**config.mk**
```make
export PLATFORM = sky130hd
export DESIGN_NAME = mmc1_bank_ctrl
export DESIGN_NICKNAME = d
export VERILOG_FILES = /design/src/rtl/mmc1_bank_ctrl.sv
export SDC_FILE = /design/constraint.sdc
export NUM_CORES = 1
export LEC_CHECK = 0
export ABC_AREA = 1
export CELL_PAD_IN_SITES_DETAIL_PLACEMENT = 2
export CELL_PAD_IN_SITES_GLOBAL_PLACEMENT = 2
export CORE_ASPECT_RATIO = 1.1
export CORE_MARGIN = 4
export CORE_UTILIZATION = 23
export DETAILED_ROUTE_END_ITERATION = 12
export PLACE_DENSITY = 0.93
export SYNTH_ARGS = -nofsm -noshare
export SYNTH_HDL_FRONTEND = slang
export SYNTH_SLANG_ARGS = --single-unit
```
**constraint.sdc**
```tcl
create_clock -name clk_sys -period 3 [get_ports clk_sys]
set_input_delay 0.3 -clock clk_sys [delete_from_list [all_inputs] [get_ports clk_sys]]
set_output_delay 0.3 -clock clk_sys [all_outputs]
set_load 0.005 [all_outputs]
```
**src/rtl/mmc1_bank_ctrl.sv**
```systemverilog
// MMC1 (mapper 01) bank-configuration controller.
// Collects the serial 5-bit CPU writes into the bank registers and drives
// the widened PRG/CHR ROM addresses, CIRAM mirroring and PRG-RAM enable.
// All outputs are combinational from registers and the live bus addresses.
module mmc1_bank_ctrl #(
  parameter logic [4:0] CTRL_RESET         = 5'h0C,
  parameter logic       PRG_RAM_DEFAULT_EN = 1'b1
) (
  input  logic        clk_sys,
  input  logic        rst,
  input  logic        prg_nce_in,
  input  logic [14:0] prg_a_in,
  input  logic        prg_r_nw_in,
  input  logic [7:0]  prg_d_in,
  input  logic [13:0] chr_a_in,
  output logic [17:0] prg_rom_addr,
  output logic [16:0] chr_rom_addr,
  output logic        ciram_a10_out,
  output logic        ciram_nce_out,
  output logic        prg_ram_en_out
);

  logic       wr_now, wr_q, wr_ev;
  logic [4:0] shift;
  logic [2:0] cnt;
  logic [4:0] control, chr0, chr1, prg_reg;
  logic [4:0] load_val;

  // Only bit 7 (serial reset) and bit 0 (serial data) of the bus carry meaning.
  logic unused_d;
  assign unused_d = &{1'b0, prg_d_in[6:1]};

  // A strobe held across several clocks is a single event: detect the rising edge.
  assign wr_now   = ~prg_nce_in & ~prg_r_nw_in;
  assign wr_ev    = wr_now & ~wr_q;
  assign load_val = {prg_d_in[0], shift[4:1]};

  // Serial shift register, bit counter and bank registers.
  always_ff @(posedge clk_sys or posedge rst) begin
    if (rst) begin
      wr_q    <= 1'b0;
      shift   <= 5'd0;
      cnt     <= 3'd0;
      control <= CTRL_RESET;
      chr0    <= 5'd0;
      chr1    <= 5'd0;
      prg_reg <= 5'd0;
    end else begin
      wr_q <= wr_now;
      if (wr_ev) begin
        if (prg_d_in[7]) begin
          // Serial reset: drop partial value and force PRG mode 3.
          shift   <= 5'd0;
          cnt     <= 3'd0;
          control <= control | 5'b01100;
        end else if (cnt == 3'd4) begin
          // Fifth bit: commit to the register picked by the address of this write.
          shift <= 5'd0;
          cnt   <= 3'd0;
          case (prg_a_in[14:13])
            2'b00:   control <= load_val;
            2'b01:   chr0    <= load_val;
            2'b10:   chr1    <= load_val;
            default: prg_reg <= load_val;
          endcase
        end else begin
          shift <= load_val;
          cnt   <= cnt + 3'd1;
        end
      end
    end
  end

  // PRG banking: 32KB switch, or 16KB switch with first/last bank fixed.
  always_comb begin
    prg_rom_addr = '0;
    case (control[3:2])
      2'b10:   prg_rom_addr = prg_a_in[14] ? {prg_reg[3:0], prg_a_in[13:0]}
                                           : {4'h0, prg_a_in[13:0]};
      2'b11:   prg_rom_addr = prg_a_in[14] ? {4'hF, prg_a_in[13:0]}
                                           : {prg_reg[3:0], prg_a_in[13:0]};
      default: prg_rom_addr = {prg_reg[3:1], prg_a_in};
    endcase
  end

  // CHR banking: one 8KB bank or two independent 4KB banks.
  always_comb begin
    chr_rom_addr = '0;
    if (control[4])
      chr_rom_addr = {(chr_a_in[12] ? chr1 : chr0), chr_a_in[11:0]};
    else
      chr_rom_addr = {chr0[4:1], chr_a_in[12:0]};
  end

  // Nametable mirroring select and CIRAM/PRG-RAM enables.
  always_comb begin
    ciram_a10_out = 1'b0;
    case (control[1:0])
      2'b00: ciram_a10_out = 1'b0;
      2'b01: ciram_a10_out = 1'b1;
      2'b10: ciram_a10_out = chr_a_in[10];
      2'b11: ciram_a10_out = chr_a_in[11];
      default: ciram_a10_out = 1'b0;
    endcase
    ciram_nce_out  = ~chr_a_in[13];
    prg_ram_en_out = prg_reg[4] ? 1'b0 : PRG_RAM_DEFAULT_EN;
  end

endmodule

```
==> results.md <==
- Status: finished, final reports clean
- Largest net degree at the start of global routing: 28
- Critical setup path kind: in -> out
- PD cells: a little under 500 mW/mm²
- Hold WC Path Type: reg -> reg
- Total Routing Usage GR: 10.3%
- Core Region: 0.00667 mm²
- Vias in the first global route: 1,432
- Worst setup margin: 815 ps
- Layout cell share with drive strength beyond 1: 10.2%
- Grt ovf: 0
- Fin crit share: 72.8%
- HP Start: control[3]
- Via Count: 1,243
- H-tree levels: 1
- Worst-path clk slew: 90 ps
- FILL cells: 783
- Via-per-instance ratio: 4.33
- Latest clock arrival within the worst-skew pair: 280 ps
- Syn Std Cell Area: 0.00160 mm²
- Final net count: 249
- Distinct cells, synth: 21
- Antenna Nets Post-Route: 0
- Endpoint type of the worst setup path: primary output
- Port bufs: 26
- Initial Util: 24.0%
- Die Area: 0.00836 mm²
- Worst Setup Start Kind: input pin
- RePlAce Congestion: 0.749
- Met2 global-route usage: 20.5%
- Fmax: 0.458 GHz
- Drt first-iter violations: 33
- I/O Pins: 79
- Critical Path RT: 2700 ps
- CTS sink cnt: 28
- Synthesized Nets: 244
- Yosys reg bits: 28
- Setup Skew: 6.19 ps
- Syn Inst Count: 201
- Clk buf depth: 2
- VDD IR max: slightly below 0.2 mV
- Die Y-Extent: 95.5 µm
- First-pass GRT wire length: between 6000 and 7000 µm
- Final hold vios: 0
- R2R Path Start: cnt[0]
- Met1 GRT Util: 10.4%
- Crit. Startpoint: prg_a_in[14]
- Area growth from synthesis to layout: 14.9%
- Final setup viols: 0
- CTS root buffer: clkbuf_8
- Pre-CTS setup slack: 823 ps
- Routed Wire Length: 3940 µm
- Slew Viols, Final: 0
- Grt peak-use layer: met2
- Chip width: 87.6 µm
- CTS Hold Bufs: 0
- HPWL Detailed: 3060 µm
- CP Max Fanout: 6
- Cells resized by post-CTS repair: 0
- Setup bufs post-CTS: 0
- Initial antenna violation count: 0
- GR met3 Demand/Resource: 2.25%
- Setup TNS: 0 ps
- CTS tree: done
- Number of cell rows: 31
- Unrepaired setup endpoints after global routing: false
- DRT Pass-1 Iters: 2
- Max_slew headroom: between 20% and 30%
- Leakage: 0.950 nW
- CTS buffer count: 3
- Post-synthesis average cell area: ~8.0 µm²
- Maxcap violations: 0
- Slew @ Worst Pin: approximately 1100 ps
- Antenna fix cells: 0
- Seq/Total Area, Yosys: 43.9%
- WL/cell: 13.7 µm
- Ys Warns: 0
- Util after Layout: 27.6%
- DRC: 0
- Post-layout min period: around 2200 ps
- CP Data Arrival Time: 1890 ps
## layout make-up
| cell class | instances | area [µm²] | share of cell area (%) |
|---|---|---|---|
| Sequential cell | 28 | 703 | 38.2 |
| Multi-Input combinational cell | 127 | 621 | 33.7 |
| Timing Repair Buffer | 28 | 275 | 15.0 |
| Tap cell | 82 | 103 | 5.57 |
| Inverter | 18 | 67.6 | 3.67 |
| Clock buffer | 3 | 41.3 | 2.24 |
| Clock inverter | 1 | 30.0 | 1.63 |
## Yosys cell counts
library cell	number	share of area (%)
clkbuf_1	1	0.23
nor2_4	5	3.5
a31oi_1	1	0.39
dfrtp_1	26	41
nand2_1	71	17
nand2_2	2	0.78
xor2_1	1	0.55
inv_1	17	4.0
nand4_1	2	0.78
o21ai_0	22	6.9
nand3_1	4	1.3
mux2_2	4	2.8
buf_6	1	0.70
nor2_1	9	2.1
a21oi_1	2	0.63
o21bai_1	1	0.47
dfstp_2	2	3.3
inv_2	1	0.23
nor2_2	1	0.39
ha_1	2	1.6
buf_4	26	12
## cells in the final DEF, fill, tap and decap left out
cell             synthesis  layout
nand2_1                 71      71
dfrtp_1                 26      26
clkdlybuf4s50_1          0      26
o21ai_0                 22      22
inv_1                   17      17
nor2_1                   9       9
nor2_4                   5       5
nand3_1                  4       4
mux2_2                   4       4
clkbuf_8                 0       3
nand2_2                  2       2
nand4_1                  2       2
a21oi_1                  2       2
ha_1                     2       2
dfstp_2                  2       2
buf_4                   26       2
nor2_2                   1       1
inv_2                    1       1
o21bai_1                 1       1
a31oi_1                  1       1
xor2_1                   1       1
bufinv_16                0       1
## kinds of logic after synthesis
| group | after synthesis | share of synthesized area, % |
|---|---|---|
| AND/OR/NAND/NOR | 94 | 25.5 |
| AO/OA/AOI/OAI | 26 | 8.36 |
| flip-flops | 28 | 43.9 |
| XOR/XNOR | 1 | 0.547 |
| multiplexers | 4 | 2.81 |
| adder cells (fa/ha/maj) | 2 | 1.56 |
| buffers and inverters | 46 | 17.3 |
## report_power, final
part,internal (W),switching [W]
sequential,0.000413,0.0000305
combinational,0.0000705,0.0000880
clock,0.000179,0.000122
## stage by stage
stage / power, W / hold slack, ps / std cells / area, µm²
final: 0.000903 / 486 / 287 / 1840
after floorplan: 0.000561 / 364 / 201 / 1600
after detailed placement: 0.000614 / 480 / 283 / 1770
after global routing: 0.000962 / 524 / 287 / 1840
after global placement: 0.000599 / 467 / 283 / 1770
after CTS: 0.000926 / 495 / 287 / 1840
## layer usage
metal	vias up	routed length, µm
li1	612	-
met1	607	1550
met2	20	2160
met3	4	198
met4	0	34
met5	-	0
## final timing paths
kind	cells after the start	slack, ps	to
worst max-delay path	6	810	prg_rom_addr[16]
worst min-delay path	2	490	control[3]
worst max register to register	5	1500	chr0[0]
worst min register to register	2	490	control[3]
max in group asynchronous	3	1690	control[3]
min in group asynchronous	2	590	control[1]
## critical path: stages
cell and delay, ps:
clkdlybuf4s50_1 600, inv_1 140, nor2_1 190, o21ai_0 110, inv_1 60, clkdlybuf4s50_1 490
(Power assumes the default switching activity.)
